==> src/rtl/recovery_rom_arbiter.sv <==
// Two-core arbiter in front of the single-ported recovery code ROM.
// Round-robin grant, window/alignment check on the granted address, and a
// one-deep response register that steers the 1-cycle-latency ROM data back
// to the core that issued the access.
module recovery_rom_arbiter #(
    parameter logic [31:0] ROM_BASE = 32'h00040080,
    parameter int unsigned ROM_SIZE = 256
) (
    input  logic        clk_i,
    input  logic        rst_i,
    input  logic        core0_req_i,
    input  logic [31:0] core0_addr_i,
    output logic        core0_gnt_o,
    output logic        core0_rvalid_o,
    output logic [31:0] core0_rdata_o,
    output logic        core0_err_o,
    input  logic        core1_req_i,
    input  logic [31:0] core1_addr_i,
    output logic        core1_gnt_o,
    output logic        core1_rvalid_o,
    output logic [31:0] core1_rdata_o,
    output logic        core1_err_o,
    output logic        rom_req_o,
    output logic [31:0] rom_addr_o,
    input  logic [31:0] rom_rdata_i
);

    // Window bounds in 33 bits so the upper bound never wraps.
    localparam logic [32:0] ROM_LO = {1'b0, ROM_BASE};
    localparam logic [32:0] ROM_HI = ROM_LO + 33'(ROM_SIZE);

    logic [1:0]  req;
    logic [31:0] addr [2];

    logic        grant_any;
    logic        grant_id;
    logic [31:0] grant_addr;
    logic        in_range;

    logic        last_grant_reg, last_grant_next;
    logic        resp_valid_reg, resp_valid_next;
    logic        resp_id_reg,    resp_id_next;
    logic        resp_err_reg,   resp_err_next;

    logic [1:0]  gnt;
    logic [1:0]  rvalid;
    logic [1:0]  err;
    logic [31:0] rdata [2];

    assign req     = {core1_req_i, core0_req_i};
    assign addr[0] = core0_addr_i;
    assign addr[1] = core1_addr_i;

    // Round-robin pick: a lone requester always wins, contention goes to the
    // core that was not granted last. Nothing is granted while in reset.
    always_comb begin
        grant_any = (|req) && !rst_i;
        if (&req) begin
            grant_id = ~last_grant_reg;
        end else begin
            grant_id = req[1];
        end
        grant_addr = addr[grant_id];
    end

    // Window and word-alignment check on the granted address.
    always_comb begin
        in_range = ({1'b0, grant_addr} >= ROM_LO) &&
                   ({1'b0, grant_addr} <  ROM_HI) &&
                   (grant_addr[1:0] == 2'b00);
    end

    // Only legal accesses reach the ROM; the address bus is parked at 0 otherwise.
    always_comb begin
        rom_req_o  = grant_any && in_range;
        rom_addr_o = rom_req_o ? grant_addr : 32'h0;
    end

    // Next state: remember who was granted and what the response will be.
    always_comb begin
        last_grant_next = last_grant_reg;
        resp_valid_next = 1'b0;
        resp_id_next    = resp_id_reg;
        resp_err_next   = resp_err_reg;
        if (grant_any) begin
            last_grant_next = grant_id;
            resp_valid_next = 1'b1;
            resp_id_next    = grant_id;
            resp_err_next   = !in_range;
        end
    end

    // State registers; last_grant resets to core 1 so core 0 wins first contention.
    always_ff @(posedge clk_i) begin
        if (rst_i) begin
            last_grant_reg <= 1'b1;
            resp_valid_reg <= 1'b0;
            resp_id_reg    <= 1'b0;
            resp_err_reg   <= 1'b0;
        end else begin
            last_grant_reg <= last_grant_next;
            resp_valid_reg <= resp_valid_next;
            resp_id_reg    <= resp_id_next;
            resp_err_reg   <= resp_err_next;
        end
    end

    // Per-core grant and response steering; a response in flight is dropped
    // while reset is asserted, and data never leaks to the other core.
    generate
        for (genvar gi = 0; gi < 2; gi++) begin : g_core
            assign gnt[gi]    = grant_any && (grant_id == 1'(gi));
            assign rvalid[gi] = resp_valid_reg && !rst_i && (resp_id_reg == 1'(gi));
            assign err[gi]    = rvalid[gi] && resp_err_reg;
            assign rdata[gi]  = (rvalid[gi] && !resp_err_reg) ? rom_rdata_i : 32'h0;
        end
    endgenerate

    assign core0_gnt_o    = gnt[0];
    assign core0_rvalid_o = rvalid[0];
    assign core0_err_o    = err[0];
    assign core0_rdata_o  = rdata[0];
    assign core1_gnt_o    = gnt[1];
    assign core1_rvalid_o = rvalid[1];
    assign core1_err_o    = err[1];
    assign core1_rdata_o  = rdata[1];

endmodule

==> config.mk <==
export PLATFORM = sky130hd
export DESIGN_NAME = recovery_rom_arbiter
export DESIGN_NICKNAME = d
export VERILOG_FILES = /design/src/rtl/recovery_rom_arbiter.sv
export SDC_FILE = /design/constraint.sdc
export NUM_CORES = 1
export LEC_CHECK = 0
export BUFFER_PORTS_ARGS = -buffer_cell sky130_fd_sc_hd__buf_4
export CORE_AREA = 2 2 78 80
export CTS_CLUSTER_DIAMETER = 80
export DETAILED_ROUTE_END_ITERATION = 10
export DIE_AREA = 0 0 80 82
export GPL_ROUTABILITY_DRIVEN = 0
export PLACE_DENSITY_LB_ADDON = 0.2
export RECOVER_POWER = 100
export SLEW_MARGIN = 30
export SYNTH_ARGS = -nofsm -noshare
export SYNTH_HDL_FRONTEND = slang
export SYNTH_SLANG_ARGS = --single-unit
==> constraint.sdc <==
create_clock -name clk_i -period 2.1 [get_ports clk_i]
set_input_delay 0.42 -clock clk_i [delete_from_list [all_inputs] [get_ports clk_i]]
set_output_delay 0.42 -clock clk_i [all_outputs]
set_load 0.1 [all_outputs]
* After elaboration in Yosys (flattened, before gate mapping) *
Cells that the tools add are included.

word-level totals
  bits in registers = 4
  bits in latches = 0
  memory bits (writable) = 0
  memory bits (read-only) = 0
  input port bits = 100
  word-level logic and storage cells = 38
  memories kept = 0

operators by class
  add/subtract/negate cells = 0
  multiply operators = 0
  div/mod/pow operators = 0
  magnitude comparators = 3
  eq/ne operators = 0
  shift operators = 0
  mux-type cells = 8
  bitwise gates (word level) = 4
  reduce and logical (&&, ||, !) cells = 19

operators with widths
  kind                    number
  $mux W32                6
  $ge A32 B19 Y1 const B  1
  $lt A32 B19 Y1 const B  1
  $logic_and A1 B1 Y1     13
  $logic_not A1 Y1        3
  $not A1 Y1              3
  $ge A2 B2 Y1 const B    1
  $logic_not A2 Y1        1
  $mux W1                 2
  $not A1 Y2              1
  $reduce_and A2 Y1       1
  $reduce_or A2 Y1        1

* Depth between registers and ports, before layout *
Gate-level depths: netlist of the first run.

  word-level depth = 11
  mapped depth = 6

* Least setup slack after synthesis of the first run *
Ideal clock, no wire load.

  path kind = input to output
  start = input rst_i
  end = output core0_rdata_o[10]
  arrival time = 4.189 ns
  required time = 1.680 ns
  path slack = -2.509 ns
  stages on the path = 5
  buffers on the path = 2
  cells stage by stage = buf_6 > nor3b_1 > nor2b_1 > clkbuf_1 > and2_1

between the ends
  longest elaborated chain between the ends = 5

RTL lines
  element                           line  source
  start: declaration                10    input logic rst_i,
  $logic_not A1 Y1                  113   assign rvalid[gi] = resp_valid_reg && !rst_i && (resp_id_reg == 1'(gi));
  $logic_and A1 B1 Y1 (2 in a row)  113
  via core0_rvalid_o                14    output logic core0_rvalid_o,
  $logic_and A1 B1 Y1               115   assign rdata[gi] = (rvalid[gi] && !resp_err_reg) ? rom_rdata_i : 32'h0;
  $mux W32                          115
  end: declaration                  15    output logic [31:0] core0_rdata_o,

The timed path passes the listed nets, and every way through them passes these cells.

* Worst setup path after layout of the first run *
  start = input core0_addr_i[0]
  end = output rom_addr_o[2]

between the ends
  longest elaborated chain between the ends = 8

RTL lines
  element                                           line    source
  start: declaration                                12      input logic [31:0] core0_addr_i,
  $mux W32 (implied by the code) * (3 in a row)     63      grant_addr = addr[grant_id];
  $ge A32 B19 Y1 or $lt A32 B19 Y1 (tied branches)  68, 69
  $logic_and A1 B1 Y1                               68      in_range = ({1'b0, grant_addr} >= ROM_LO) &&
  $logic_and A1 B1 Y1 *                             69      ({1'b0, grant_addr} < ROM_HI) &&
  $logic_and A1 B1 Y1 *                             75      rom_req_o = grant_any && in_range;
  $mux W32 *                                        76      rom_addr_o = rom_req_o ? grant_addr : 32'h0;
  end: declaration                                  24      output logic [31:0] rom_addr_o,

Mark *: on every way between the ends. The rest lies on a longest branch, timed or not. The select of a mux whose other input is x is not followed.

==> results of run 1 <==
## where the power goes
group	internal (mW)	leakage [nW]	switching [mW]	total, mW
clock network	0.122	0.0216	0.0420	0.164
logic	0.242	1.69	0.489	0.730
registers	0.0825	0.0335	0.00742	0.0899
## layer usage
layer	global-route usage, %	routed length [um]	up-vias	part of all wire, %
met5	0	0	-	0
met4	6.61	58	0	0.90
met3	4.29	594	4	9.2
met2	31.7	3730	101	58
met1	16.2	2070	816	32
li1	-	-	881	-
## Yosys cell counts (2+ instances only)
cell      number
nor4b_1        2
mux2i_1        7
nor2b_1        2
dfxtp_1        4
nand4_1        3
nand2_1        3
and2_1        66
nand2b_1       2
nor4_1         8
nor3_2         7
nor3_1         4
buf_6          2
nor2_1         5
clkbuf_1       6
buf_4         25
a21oi_1        2
## what timing repair did
action,in CTS,in global routing
endpoints found under the setup margin,73,51
resized for setup,133,30
setup buffers,1,3
pin swaps,0,4
cloned,0,3
## worst min-delay path, stage by stage
cell and delay [ns]:
buf_8 0.08, buf_6 0.12, a21oi_1 0.04
## kinds of logic after synthesis
kind of cell / count (synthesis)
xor+xnor: 2
other cells: 1
compound gates: 8
simple gates: 106
buf+inv: 35
mux: 7
flops: 4
## layout make-up
cell class	instances	area [um2]	share of cell area, %
Antenna cell	1	2.50	0.0697
Inverter	1	3.75	0.105
Sequential cell	4	80.1	2.23
Timing Repair Buffer	199	2170	60.3
Multi-Input combinational cell	147	1200	33.5
Tap cell	75	93.8	2.61
Clock buffer	3	41.3	1.15
## worst max-delay path by stage
stage / from / end / depth (start not counted)
floorplan: rst_i / core0_rdata_o[0] / 4
global placement: core0_addr_i[31] / rom_addr_o[7] / 7
detailed placement: core0_addr_i[31] / rom_addr_o[4] / 7
CTS: core0_addr_i[0] / rom_addr_o[4] / 7
global route: core0_addr_i[0] / rom_addr_o[2] / 7
finish: core0_addr_i[0] / rom_addr_o[2] / 7
## layout by cell type, fill, tap and decap left out, types with 4 or more instances in the layout
cell type / netlist / final
and2_2: 0 / 4
and2_4: 0 / 62
buf_12: 0 / 35
buf_4: 25 / 109
buf_6: 2 / 32
buf_8: 0 / 12
clkbuf_8: 0 / 4
conb_1: 1 / 24
dfxtp_1: 4 / 4
mux2i_1: 7 / 7
nor3_4: 0 / 7
nor4_1: 8 / 6
==> flow_summary.ini, run 1 <==
[clocking]
cts_hold_buf = 0
clk_pin_slew_worst_paths_ns = 0.03
clkSinkCount = 4
cts_buffer_depth = 2
clkLatencyLatePin_ns = 0.22
cts_tree = yes
h-tree-depth = 1
cts-buffers-inserted = 3
clock-root-buffer = clkbuf_8

[setup_path]
r2r-end = resp_err_reg
critical_path_class = input pin to output pin
required_ns = 1.68
worst_r2r_path_depth = 6
r2r_slack_ns = 0.56
cp.arrival_ns = 1.81
cp-end-kind = output pin
r2r_start = last_grant_reg
crit_chain = buf_6 -> nor4b_4 -> nand4_1 -> o32a_1 -> buf_12 -> nor3_4 -> buf_12
path_delay_family = simple AND/OR/NAND/NOR gates
crit_top_cell = buf_12
worstPathMaxFanout = 9
critPathMaxStageDelay_ns = 0.34
critPathBufInv = 3
cp_slowest_cell = o32a_1
start_kind = input pin

[sta]
post-route-period-util_pct = 106
grt_setup_unrepaired = true
hold_violations = 0
tightest_slew_ns = 0.562
min_period_ns = 2.23
clock_skew_ns = 0.00402
fin_ws_ns = -0.127
setup_viol_count_final = 9
fin_setup_tns_ns = -0.816
max_freq_ghz = 0.449
slew_headroom_pct = 62.7
final-max-slew-violation-count = 0
worst_hold_slack_ns = 0.494

[drt]
dr_total_vias = 1802
ant_nets = 0
first_pass_iters = 4
wl_um = 6450
drtIter0Drc = 24
wire_per_inst_um = 15.0
via_per_inst = 4.19
drc = 0

[worst_hold_path]
hold_depth = 3
worstHoldStart = rst_i
hold_path_end = resp_id_reg
hold_path_class = input pin to flip-flop

[global_routing]
grt_pass1_vias = 1715
antenna_found_initial = 1
grt_max_degree = 33
grtUsageTotal_pct = 16.2
gr-total-overflow = 0
grt_pass1_wl_um = 8360

[finish]
final_util_pct = 62.5
drive_gt1_share_pct = 80.8
design_area_um2 = 3590
final_nets = 456
syn_to_final_growth_pct = 209
stdcell_count = 430
nFillCells = 467

[placed_design]
dp.final_hpwl_um = 4710
pre_cts_ws_ns = -0.249
port_buffers = 178
postPlaceCellArea_um2 = 2850
dpl.cell_count = 419

[synth]
syn_inst = 163
synth.distinct_cells = 31
synth_top_area_share_pct = 35.6
synth_area_leaders = and2_1, buf_4, dfxtp_1, mux2i_1, nor3_2
syn_area_um2 = 1160
ys_seq_area_share_pct = 6.90
avgSynthCellArea_um2 = 7.12
ys_ff_latch = 4
synth-edff-count = 0
synth_top_family_by_area = simple AND/OR/NAND/NOR gates
yosysTopAreaCell = and2_1
synthFlopType = dfxtp_1
async_reset_ff_share_pct = 0
ys_warn_count = 0
synth_mux_area_share_pct = 6.03
synth_compound_gate_area_share_pct = 4.96
yosys.area_share.simple_pct = 59.5
synth_fa_ha_area_share_pct = 0
synth_xor_area_share_pct = 1.51

[pwr]
vdd_ir_drop_max_mv = 0.173
power_mw = 0.985
powerDensity_nw_per_um2 = 274
power.leakage_nw = 1.74

[status]
status = complete, but fails checks
violations = negative setup slack

[run]
max_cap_viol_count = 0

[floorplan]
start_util_pct = 20.2
core_area_um2 = 5750
rows = 28
die_x_um = 80
dieHeight_um = 82
io_pins = 203
dieArea_um2 = 6560
Note: power is estimated with default switching activity, not from simulation.
==> run 2, diff against run 1 <==
- CORE_AREA: 2 2 78 80 -> 2 2 80 82
- DIE_AREA: 0 0 80 82 -> 0 0 82 84
- PLACE_DENSITY: default -> 0.61
- PLACE_DENSITY_LB_ADDON: 0.2 -> default
==> flow_summary.ini, run 2 (same netlist as run 1, synthesis figures left out) <==
[floorplan]
die_x_um = 82
dieHeight_um = 84
io_pins = 203
core_area_um2 = 6100
start_util_pct = 19.0
dieArea_um2 = 6890
rows = 29

[worst_hold_path]
hold_path_end = resp_id_reg
worstHoldStart = rst_i
hold_path_class = input pin to flip-flop
hold_depth = 3

[run]
max_cap_viol_count = 0

[setup_path]
cp_slowest_cell = o32a_1
critPathBufInv = 3
worst_r2r_path_depth = 5
critical_path_class = input pin to output pin
cp-end-kind = output pin
required_ns = 1.68
critPathMaxStageDelay_ns = 0.35
worstPathMaxFanout = 9
r2r_slack_ns = 0.69
r2r_start = last_grant_reg
crit_chain = buf_6 -> nor4b_4 -> nand4_1 -> o32a_1 -> buf_12 -> nor3_4 -> buf_12
crit_top_cell = buf_12
r2r-end = resp_err_reg
cp.arrival_ns = 1.83
path_delay_family = simple AND/OR/NAND/NOR gates
start_kind = input pin

[drt]
drc = 0
via_per_inst = 4.11
wire_per_inst_um = 14.1
first_pass_iters = 4
drtIter0Drc = 16
dr_total_vias = 1754
wl_um = 6030
ant_nets = 0

[sta]
grt_setup_unrepaired = true
post-route-period-util_pct = 107
clock_skew_ns = 0.00399
hold_violations = 0
max_freq_ghz = 0.445
final-max-slew-violation-count = 0
fin_ws_ns = -0.149
setup_viol_count_final = 9
min_period_ns = 2.25

[global_routing]
grt_pass1_wl_um = 8570
antenna_found_initial = 0
grtUsageTotal_pct = 15.9
grt_max_degree = 33
grt_pass1_vias = 1785
gr-total-overflow = 0

[finish]
final_nets = 452
syn_to_final_growth_pct = 211
layout_common_cells = buf_4, and2_4, buf_12, buf_6, conb_1
multi_input_area_um2 = 1230
final_common_cell = buf_4
n_antenna_cell = 0
drive_gt1_share_pct = 81.4
stdcell_count = 427
design_area_um2 = 3610
final-seq-area_um2 = 80.1
nFillCells = 490

[placed_design]
port_buffers = 178
dp.final_hpwl_um = 4630
dpl.cell_count = 421
postPlaceCellArea_um2 = 2850
pre_cts_ws_ns = -0.307

[clocking]
cts_hold_buf = 0
clock-root-buffer = clkbuf_8
cts_buffer_depth = 2
clk_pin_slew_worst_paths_ns = 0.03
clkLatencyLatePin_ns = 0.22
cts-buffers-inserted = 3
clkSinkCount = 4
h-tree-depth = 1
cts_tree = yes

[status]
violations = negative setup slack
status = complete, but fails checks

[pwr]
power_mw = 0.986
powerDensity_nw_per_um2 = 273
power.leakage_nw = 1.73
vdd_ir_drop_max_mv = 0.383
==> run 2: cell count changes in the layout (fill, tap and decap cells not counted), moves of 2 or more <==
cell | before | now
nor4_2 | 1 | 4
nor4_1 | 6 | 3
buf_6 | 32 | 34
buf_12 | 35 | 38
clkbuf_4 | 2 | 0
clkbuf_2 | 3 | 0
==> run 2: worst max-delay path by stage <==
stage                     cells past startpoint              from          endpoint  slack, ns
after floorplan                               4             rst_i  core0_rdata_o[0]      -0.58
after global placement                        7  core0_addr_i[31]     rom_addr_o[7]      -0.20
after detailed placement                      7  core0_addr_i[31]     rom_addr_o[6]      -0.31
after CTS                                     7   core0_addr_i[0]     rom_addr_o[6]      -0.14
after global routing                          7   core0_addr_i[0]     rom_addr_o[6]      -0.19
final                                         7   core0_addr_i[0]     rom_addr_o[6]      -0.15
==> run 2: layout make-up <==
| type | count | area share (%) |
|---|---|---|
| Timing Repair Buffer | 195 | 59.8 |
| Multi-Input combinational cell | 147 | 34.0 |
| Tap cell | 77 | 2.67 |
| Sequential cell | 4 | 2.22 |
| Clock buffer | 3 | 1.14 |
| Inverter | 1 | 0.173 |
==> run 2: metal layers <==
metal  vias to the layer above  routed length [um]  track usage (%)  share of wire, %
met5                         -                   0                0                 0
met4                         0                  89             2.73               1.5
met3                        10                 613             5.30                10
met2                       104                3570             33.8                59
met1                       772                1760             13.4                29
li1                        868                   -                -                 -
==> run 2: timing repair <==
| action | 4_1_cts | 5_1_grt |
|---|---|---|
| pin swaps | 0 | 1 |
| resized for setup | 129 | 37 |
| hold endpoints to repair | 0 | 0 |
| cloned | 0 | 2 |
| setup endpoints to repair | 73 | 73 |
| buffers inserted | 0 | 1 |
==> run 2: power by group <==
| group | total (mW) | leakage, nW | internal, mW | switching [mW] |
|---|---|---|---|---|
| logic | 0.734 | 1.68 | 0.245 | 0.489 |
| clock network | 0.162 | 0.0216 | 0.122 | 0.0399 |
| registers | 0.0900 | 0.0335 | 0.0825 | 0.00751 |
==> run 2: metrics by stage <==
stage | hold WS, ns | TNS [ns] | util, %
floorplan | 0.489 | -24.13 | -
global placement | 0.522 | -4.06 | 46.8
detailed placement | 0.526 | -5.45 | 46.8
CTS | 0.530 | -1.09 | 55.7
global route | 0.517 | -1.65 | 59.2
finish | 0.517 | -1.11 | 59.2
==> run 2: tightest hold or removal path, delay by kind of cell <==
| kind | cells | cell delay, ns |
|---|---|---|
| compound gates | 1 | 0.04 |
| buf+inv | 2 | 0.22 |
